===== src/rtl/fpu_fetch_sequencer.sv =====
// fpu_fetch_sequencer: fetches instructions from the program SRAM and issues them one slot at a time to the FPU path.
module fpu_fetch_sequencer #(
  parameter int ADDR_W = 8,
  parameter int INST_W = 32,
  parameter logic [INST_W-1:0] END_INST = 32'h0000_0073,
  parameter int CNT_W = 16
) (
  input  logic              clk,
  input  logic              rst_l,
  input  logic              prog_done_i,
  output logic              mem_en_o,
  output logic [ADDR_W+1:0] pc_o,
  input  logic [INST_W-1:0] mem_rdata_i,
  output logic [INST_W-1:0] inst_o,
  output logic              inst_valid_o,
  input  logic              stall_i,
  input  logic              complete_i,
  input  logic              step_mode_i,
  input  logic              step_i,
  input  logic              halt_req_i,
  output logic              busy_o,
  output logic              halt_o,
  output logic              end_o,
  output logic [CNT_W-1:0]  inst_count_o
);
  typedef enum logic [2:0] {S_IDLE, S_FETCH, S_CAPTURE, S_ISSUE, S_EXEC, S_STEP_WAIT, S_HALT} state_t;
  state_t r_state, w_next;
  logic [ADDR_W-1:0] r_pc;
  logic [INST_W-1:0] r_inst;
  logic [CNT_W-1:0] r_cnt;
  logic r_end;
  logic w_adv, w_pc_inc, w_pc_clr, w_set_end, w_clr_end;
  assign pc_o = {r_pc, 2'b00};
  assign inst_o = r_inst;
  assign end_o = r_end;
  assign inst_count_o = r_cnt;
  always_ff @(posedge clk or negedge rst_l) begin
    if (!rst_l) r_state <= S_IDLE;
    else r_state <= w_next;
  end
  always_comb begin
    w_next = r_state;
    w_adv = 1'b0;
    w_pc_inc = 1'b0;
    w_pc_clr = 1'b0;
    w_set_end = 1'b0;
    w_clr_end = 1'b0;
    mem_en_o = 1'b0;
    inst_valid_o = 1'b0;
    halt_o = 1'b0;
    busy_o = (r_state != S_IDLE) && (r_state != S_HALT);
    case (r_state)
      S_IDLE: w_next = prog_done_i ? S_FETCH : S_IDLE;
      S_FETCH: begin
        mem_en_o = !halt_req_i;
        w_next = halt_req_i ? S_HALT : S_CAPTURE;
      end
      S_CAPTURE: begin
        w_set_end = (mem_rdata_i == END_INST);
        w_next = w_set_end ? S_HALT : S_ISSUE;
      end
      S_ISSUE: begin
        inst_valid_o = 1'b1;
        w_next = stall_i ? S_EXEC : S_ISSUE;
        w_adv = !stall_i;
      end
      S_EXEC: w_adv = complete_i;
      S_STEP_WAIT: w_next = halt_req_i ? S_HALT : (step_i || !step_mode_i) ? S_FETCH : S_STEP_WAIT;
      S_HALT: begin
        halt_o = 1'b1;
        w_clr_end = !prog_done_i;
        w_next = prog_done_i ? S_HALT : S_IDLE;
      end
      default: w_next = S_IDLE;
    endcase
    // Running off the last word ends the program rather than wrapping to 0.
    if (w_adv) begin
      w_set_end = &r_pc;
      w_pc_inc = !(&r_pc);
      w_next = (&r_pc || halt_req_i) ? S_HALT : step_mode_i ? S_STEP_WAIT : S_FETCH;
    end
    if (!prog_done_i && busy_o) begin
      w_next = S_IDLE;
      w_pc_clr = 1'b1;
      w_set_end = 1'b0;
    end
    // pc reads as 0 for the whole time HALT is visible.
    w_pc_clr = w_pc_clr || (w_next == S_HALT) || (r_state == S_HALT);
  end
  always_ff @(posedge clk or negedge rst_l) begin
    if (!rst_l) begin
      r_pc <= '0;
      r_inst <= '0;
      r_cnt <= '0;
      r_end <= 1'b0;
    end else begin
      r_pc <= w_pc_clr ? '0 : w_pc_inc ? r_pc + ADDR_W'(1) : r_pc;
      if (r_state == S_CAPTURE) r_inst <= mem_rdata_i;
      if (r_state == S_ISSUE && r_cnt != '1) r_cnt <= r_cnt + CNT_W'(1);
      r_end <= w_set_end || (r_end && !w_clr_end);
    end
  end
endmodule

===== config.mk =====
export PLATFORM = sky130hd
export DESIGN_NAME = fpu_fetch_sequencer
export DESIGN_NICKNAME = d
export VERILOG_FILES = /design/src/rtl/fpu_fetch_sequencer.sv
export SDC_FILE = /design/constraint.sdc
export NUM_CORES = 1
export LEC_CHECK = 0
export ABC_CLOCK_PERIOD_IN_PS = 2000
export BUFFER_PORTS_ARGS = -buffer_cell sky130_fd_sc_hd__buf_4
export CAP_MARGIN = 15
export CORE_UTILIZATION = 49
export CTS_BUF_LIST = sky130_fd_sc_hd__clkbuf_8 sky130_fd_sc_hd__clkbuf_16
export CTS_CLUSTER_DIAMETER = 100
export DETAILED_ROUTE_END_ITERATION = 12
export PLACE_DENSITY = 0.79
export REMOVE_ABC_BUFFERS = 1
export SLEW_MARGIN = 20
export SYNTH_ARGS = -nofsm -noshare
export SYNTH_HDL_FRONTEND = slang
export SYNTH_SLANG_ARGS = --single-unit
export TNS_END_PERCENT = 100

===== constraint.sdc =====
create_clock -name clk -period 2 [get_ports clk]
set_input_delay 0.2 -clock clk [delete_from_list [all_inputs] [get_ports clk]]
set_output_delay 0.2 -clock clk [all_outputs]
set_load 0.05 [all_outputs]

# Word-level counts from Yosys, hierarchy flattened
# Index checks and enable logic that the tools add are counted.
dict set report totals {
  latch_bits 0
  ram_bits 0
  reg_bits 60
  out_inout_bits 63
  mem_bits_ro 0
  memories 0
}
dict set report classes {
  n_mul 0
  mux 24
  add_sub_neg 2
  n_eq_ne 10
  shifts 0
  n_reduce_logical 19
  n_div 0
  magnitude_cmp 0
  bitwise 0
}
# operator n
set op_table {}
lappend op_table {{32-bit by 7-bit == test with 1-bit output (second input constant)} 1}
lappend op_table {{3-bit two-way mux} 10}
lappend op_table {{3-bit case mux with 7 select lines} 1}
lappend op_table {{16-bit by 1-bit adder with 16-bit output (second input constant)} 1}
lappend op_table {{8-bit two-way mux} 2}
lappend op_table {{16-bit inequality test (second input constant)} 1}
lappend op_table {{3-bit == test (second input constant)} 4}
lappend op_table {{1-bit two-way mux} 10}
lappend op_table {{8-bit by 1-bit adder with 8-bit output (second input constant)} 1}
lappend op_table {{8-bit AND reduction} 1}
lappend op_table {{3-bit by 2-bit == test with 1-bit output (second input constant)} 2}
lappend op_table {{1-bit zero test} 6}
lappend op_table {{1-bit logical OR} 5}
lappend op_table {{1-bit logical AND} 4}
lappend op_table {{3-bit by 1-bit == test with 1-bit output (second input constant)} 1}
lappend op_table {{3-bit zero test} 1}
lappend op_table {{3-bit inequality test (second input constant)} 1}
lappend op_table {{3-bit nonzero test} 1}
lappend op_table {{1-bit case mux with 2 select lines} 1}
lappend op_table {{2-bit nonzero test} 1}

# Longest topological paths before layout
dict set report depth {
  word_depth 11
  depth_mapped 6
  ltp_nobuf 6
}

# Least setup slack after synthesis
# OpenSTA, ideal clock, no wires.
dict set report synth_path {
  kind {reg-to-output}
  start {register r_state[1]}
  end {output port mem_en_o}
  required_ns 1.800
  t_arrival_ns 2.268
  stages_incl_launch_ff 3
  slack_ns -0.468
  cell_sequence {dfrtp_1 -> buf_4 -> nor4b_1}
}
dict set report synth_between {
  elab_chain_cells 2
}
# element line_no
set synth_lines {}
lappend synth_lines {{start: declaration} 27} ;# state_t r_state, w_next;
lappend synth_lines {{start signal: assignment} 39} ;# else r_state <= w_next;
lappend synth_lines {{3-bit by 1-bit == test with 1-bit output} 52} ;# case (r_state)
lappend synth_lines {{1-bit two-way mux} 52}
lappend synth_lines {{end: declaration} 11} ;# output logic mem_en_o,
# Every way passes these cells.

# Worst setup path in the final report
dict set report layout_path {
  start {register r_cnt[0] (netlist: inst_count_o[0])}
  end {register r_cnt[9] (netlist: inst_count_o[9])}
}
dict set report layout_between {
  elab_chain_cells 2
}
# element line_no
set layout_lines {}
lappend layout_lines {{start: declaration} 30} ;# logic [CNT_W-1:0] r_cnt;
lappend layout_lines {{start signal: assignment} 99} ;# if (r_state == S_ISSUE && r_cnt != '1) r_cnt <= r_cnt + CNT_W'(1);
lappend layout_lines {{branches (longest 2 deep; another with 16-bit by 1-bit adder with 16-bit output)} -}
# Several ways; the timed one is not identified.
# A chain may end at the register's enable or synchronous reset.

==> impl_metrics.py <==
metrics = {
    "placement": {
        "portBuffers": 100,
        "place_ws_ps": 86.8,
        "dp_hpwl_um": 4950,
        "placed_area_um2": 3730,
        "gp_congestion": 0.806,
    },
    "setup_path": {
        "critPathMostFrequentCell": "and3_4",
        "worstReg2RegStart": "inst_count_o[0]",
        "cp_slowest_cell": "a2111oi_4",
        "rrSetupSlack_ps": 90,
        "path_class": "reg -> reg",
        "crit_required_ps": 2220,
        "rr_worst_depth": 6,
        "cp_max_fo": 5,
        "start_kind": "flop",
        "slowest_delay_ps": 480,
        "cp_cell_sequence": "ha_2 -> and3_4 -> and3_4 -> a2111oi_4 -> nand3_1 -> xnor2_1",
        "critPathArrivalTime_ps": 2130,
        "crit_buf_inv": 0,
        "end_kind": "flop",
        "r2r_end": "inst_count_o[9]",
        "cpLargestDelayFamily": "simple AND/OR/NAND/NOR gates",
    },
    "clocking": {
        "path_clk_slew_ps": 60,
        "clockBufferDepth": 2,
        "cts_sinks": 60,
        "tritoncts": "built",
        "cts_htree_levels": 3,
        "clkLatencyLatePin_ps": 330,
        "cts_root_buf": "clkbuf_8",
        "cts_buffers": 9,
    },
    "pwr": {
        "p_int_mw": 3.42,
        "switching_power_mw": 3.07,
        "p_leak_nw": 1.85,
        "power.share.sequential_pct": 30.1,
        "p_comb_share_pct": 55.4,
        "power_mw": 6.49,
        "pwr-share-clk_pct": 14.5,
        "vdd_drop_max_v": 0.00115,
        "swShare_pct": 47.3,
        "p_per_area_nw_per_um2": 1650,
    },
    "cells_and_area": {
        "final_cell_area_um2": 3930,
        "layout.nets": 392,
        "drive_above_1_share_pct": 47.7,
        "area_delta_synth_final_pct": 37.5,
        "n_antenna_cell": 0,
    },
    "routing": {
        "drtIter0Drc": 234,
        "post_drt_wl_per_cell_um": 15.9,
        "drcViolationCount": 0,
        "first_pass_iters": 4,
        "num_vias": 2314,
        "ant_nets": 0,
        "viasPerCell": 5.43,
        "totalWireLength_um": 6780,
    },
    "timing": {
        "period_needed_ps": 1910,
        "setup_ws_ps": 91.9,
        "max_clock_freq_mhz": 524,
        "grt_setup_unrepaired": "true",
        "drv_slew": 0,
        "slew_headroom_pct": 49.8,
        "fin_worst_skew_ps": 6.34,
        "tightest_slew_ps": 753,
        "setup_viol": 0,
        "period_share_pct": 95.4,
        "hold_viol": 0,
    },
    "global_routing": {
        "grt_max_degree": 61,
        "busiest_layer": "met2",
        "grt_pass1_vias": 2298,
        "use_met1_pct": 29.2,
        "grtUsageTotal_pct": 23.4,
        "use_met3_pct": 6.98,
        "antenna_found_initial": 0,
        "grt_first_pass_wirelength_um": 11000,
        "grt.overflow.total": 0,
        "grt_use_met2_pct": 37.3,
    },
    "die": {
        "die-area_um2": 6140,
        "core_area_um2": 5570,
        "fp-row-count": 27,
        "io_pins": 103,
        "die_width_um": 78.3,
        "initial_core_util_pct": 51.2,
        "die_h_um": 78.3,
    },
    "synthesis": {
        "synth_cells": 236,
        "ys_ff_latch": 60,
        "yosysUniqueCellTypes": 45,
        "synth-edff-count": 0,
        "yosysSeqAreaShare_pct": 52.6,
        "synth_commonest_cells": "dfrtp_1 (60), mux2_2 (32), xnor2_1 (13)",
        "syn-cell-area_um2": 2860,
        "avgSynthCellArea_um2": 12.1,
        "synth_top_cell_area_share_pct": 52.6,
        "yosys_warnings": 0,
        "yosysTopAreaCell": "dfrtp_1",
        "yosysMostFrequentCell": "dfrtp_1",
        "ys.flop_type": "dfrtp_1",
        "yosys-top-cells-area": "dfrtp_1 (53%), mux2_2 (13%), xnor2_1 (4.0%)",
        "async_reset_ff_share_pct": 100,
    },
    "job": {
        "maxCapViolations": 0,
    },
    "hold_path": {
        "hold_depth": 2,
        "hold_class": "in -> reg",
        "hold_end": "inst_o[6]",
        "worstHoldStart": "mem_rdata_i[6]",
    },
    "run_status": {
        "status": "finished, final reports clean",
    },
}
-- flip-flops by register name, summed over array words and instances (netlist names) --
register / count
end_o: 1
inst_count_o: 16
inst_o: 32
r_pc: 8
r_state: 3
-- cell families after synthesis --
group | count (synthesis) | share of synthesized area (%)
flops | 60 | 52.6
simple gates | 67 | 13.9
xor+xnor | 23 | 7.06
fa+ha+maj | 2 | 0.876
other cells | 1 | 0.131
mux | 34 | 13.4
compound gates | 34 | 9.33
buf+inv | 15 | 2.72
-- through the flow --
step                util (%)  cells  TNS, ps  hold WS [ps]
floorplan                  -    228   -23750         -95.6
global placement        66.9    409        0           323
detailed placement      66.9    409        0           321
CTS                     70.1    425        0          91.9
global route            70.4    426    -15.4          97.8
finish                  70.4    426        0           109
-- power groups by stage --
stage | sequential (mW) | clock [mW] | combinational, mW
after CTS | 1.95 | 0.973 | 3.59
after floorplan | 3.30 | 0 | 1.10
after global placement | 1.93 | 0 | 3.52
after global routing | 2.00 | 1.02 | 3.77
after detailed placement | 1.96 | 0 | 3.58
final | 1.95 | 0.942 | 3.59
-- final cells by class --
type,instances,area (um2)
fill,419,1650
sequential,60,1500
multi-input combinational,162,1290
timing repair buffer,111,848
clock buffer,11,151
tap,72,90.1
inverter,6,22.5
clock inverter,4,17.5
-- routing by layer --
metal	vias up	part of all wire (%)
met5	-	0
met3	10	7.3
met4	0	1.8
met2	85	49
li1	1090	-
met1	1129	42
-- placed cells by master, fill, tap and decap left out, types with 2 or more instances in the layout --
master / instances
nor2_1: 5
and2_1: 3
xor2_1: 10
a21oi_1: 12
dfrtp_1: 60
conb_1: 2
nand2b_1: 2
and3_4: 2
nand3_1: 10
o21ai_0: 5
buf_4: 109
xnor2_1: 13
inv_1: 8
and3_1: 4
nand4_1: 8
clkbuf_8: 11
nor4_1: 7
nand2_1: 12
mux2_2: 32
a211oi_1: 4
and4_1: 4
clkinv_2: 2
-- worst max-delay path by stage --
stage                     cells after the start  slack [ps]             from          endpoint
after floorplan                               3        -700       r_state[0]         inst_o[0]
after global placement                        6         140  inst_count_o[0]  inst_count_o[15]
after detailed placement                      6          90  inst_count_o[0]   inst_count_o[9]
after CTS                                     6          60  inst_count_o[0]   inst_count_o[9]
after global routing                          6         -20  inst_count_o[0]   inst_count_o[9]
final                                         6          90  inst_count_o[0]   inst_count_o[9]
-- timing repair --
action	4_1_cts	5_1_grt
endpoints found under the hold margin	60	0
hold buffers	1	0
resized for setup	0	4
buffers inserted	0	1
endpoints found under the setup margin	0	4
No activity file was read; power rests on OpenSTA's default activity.
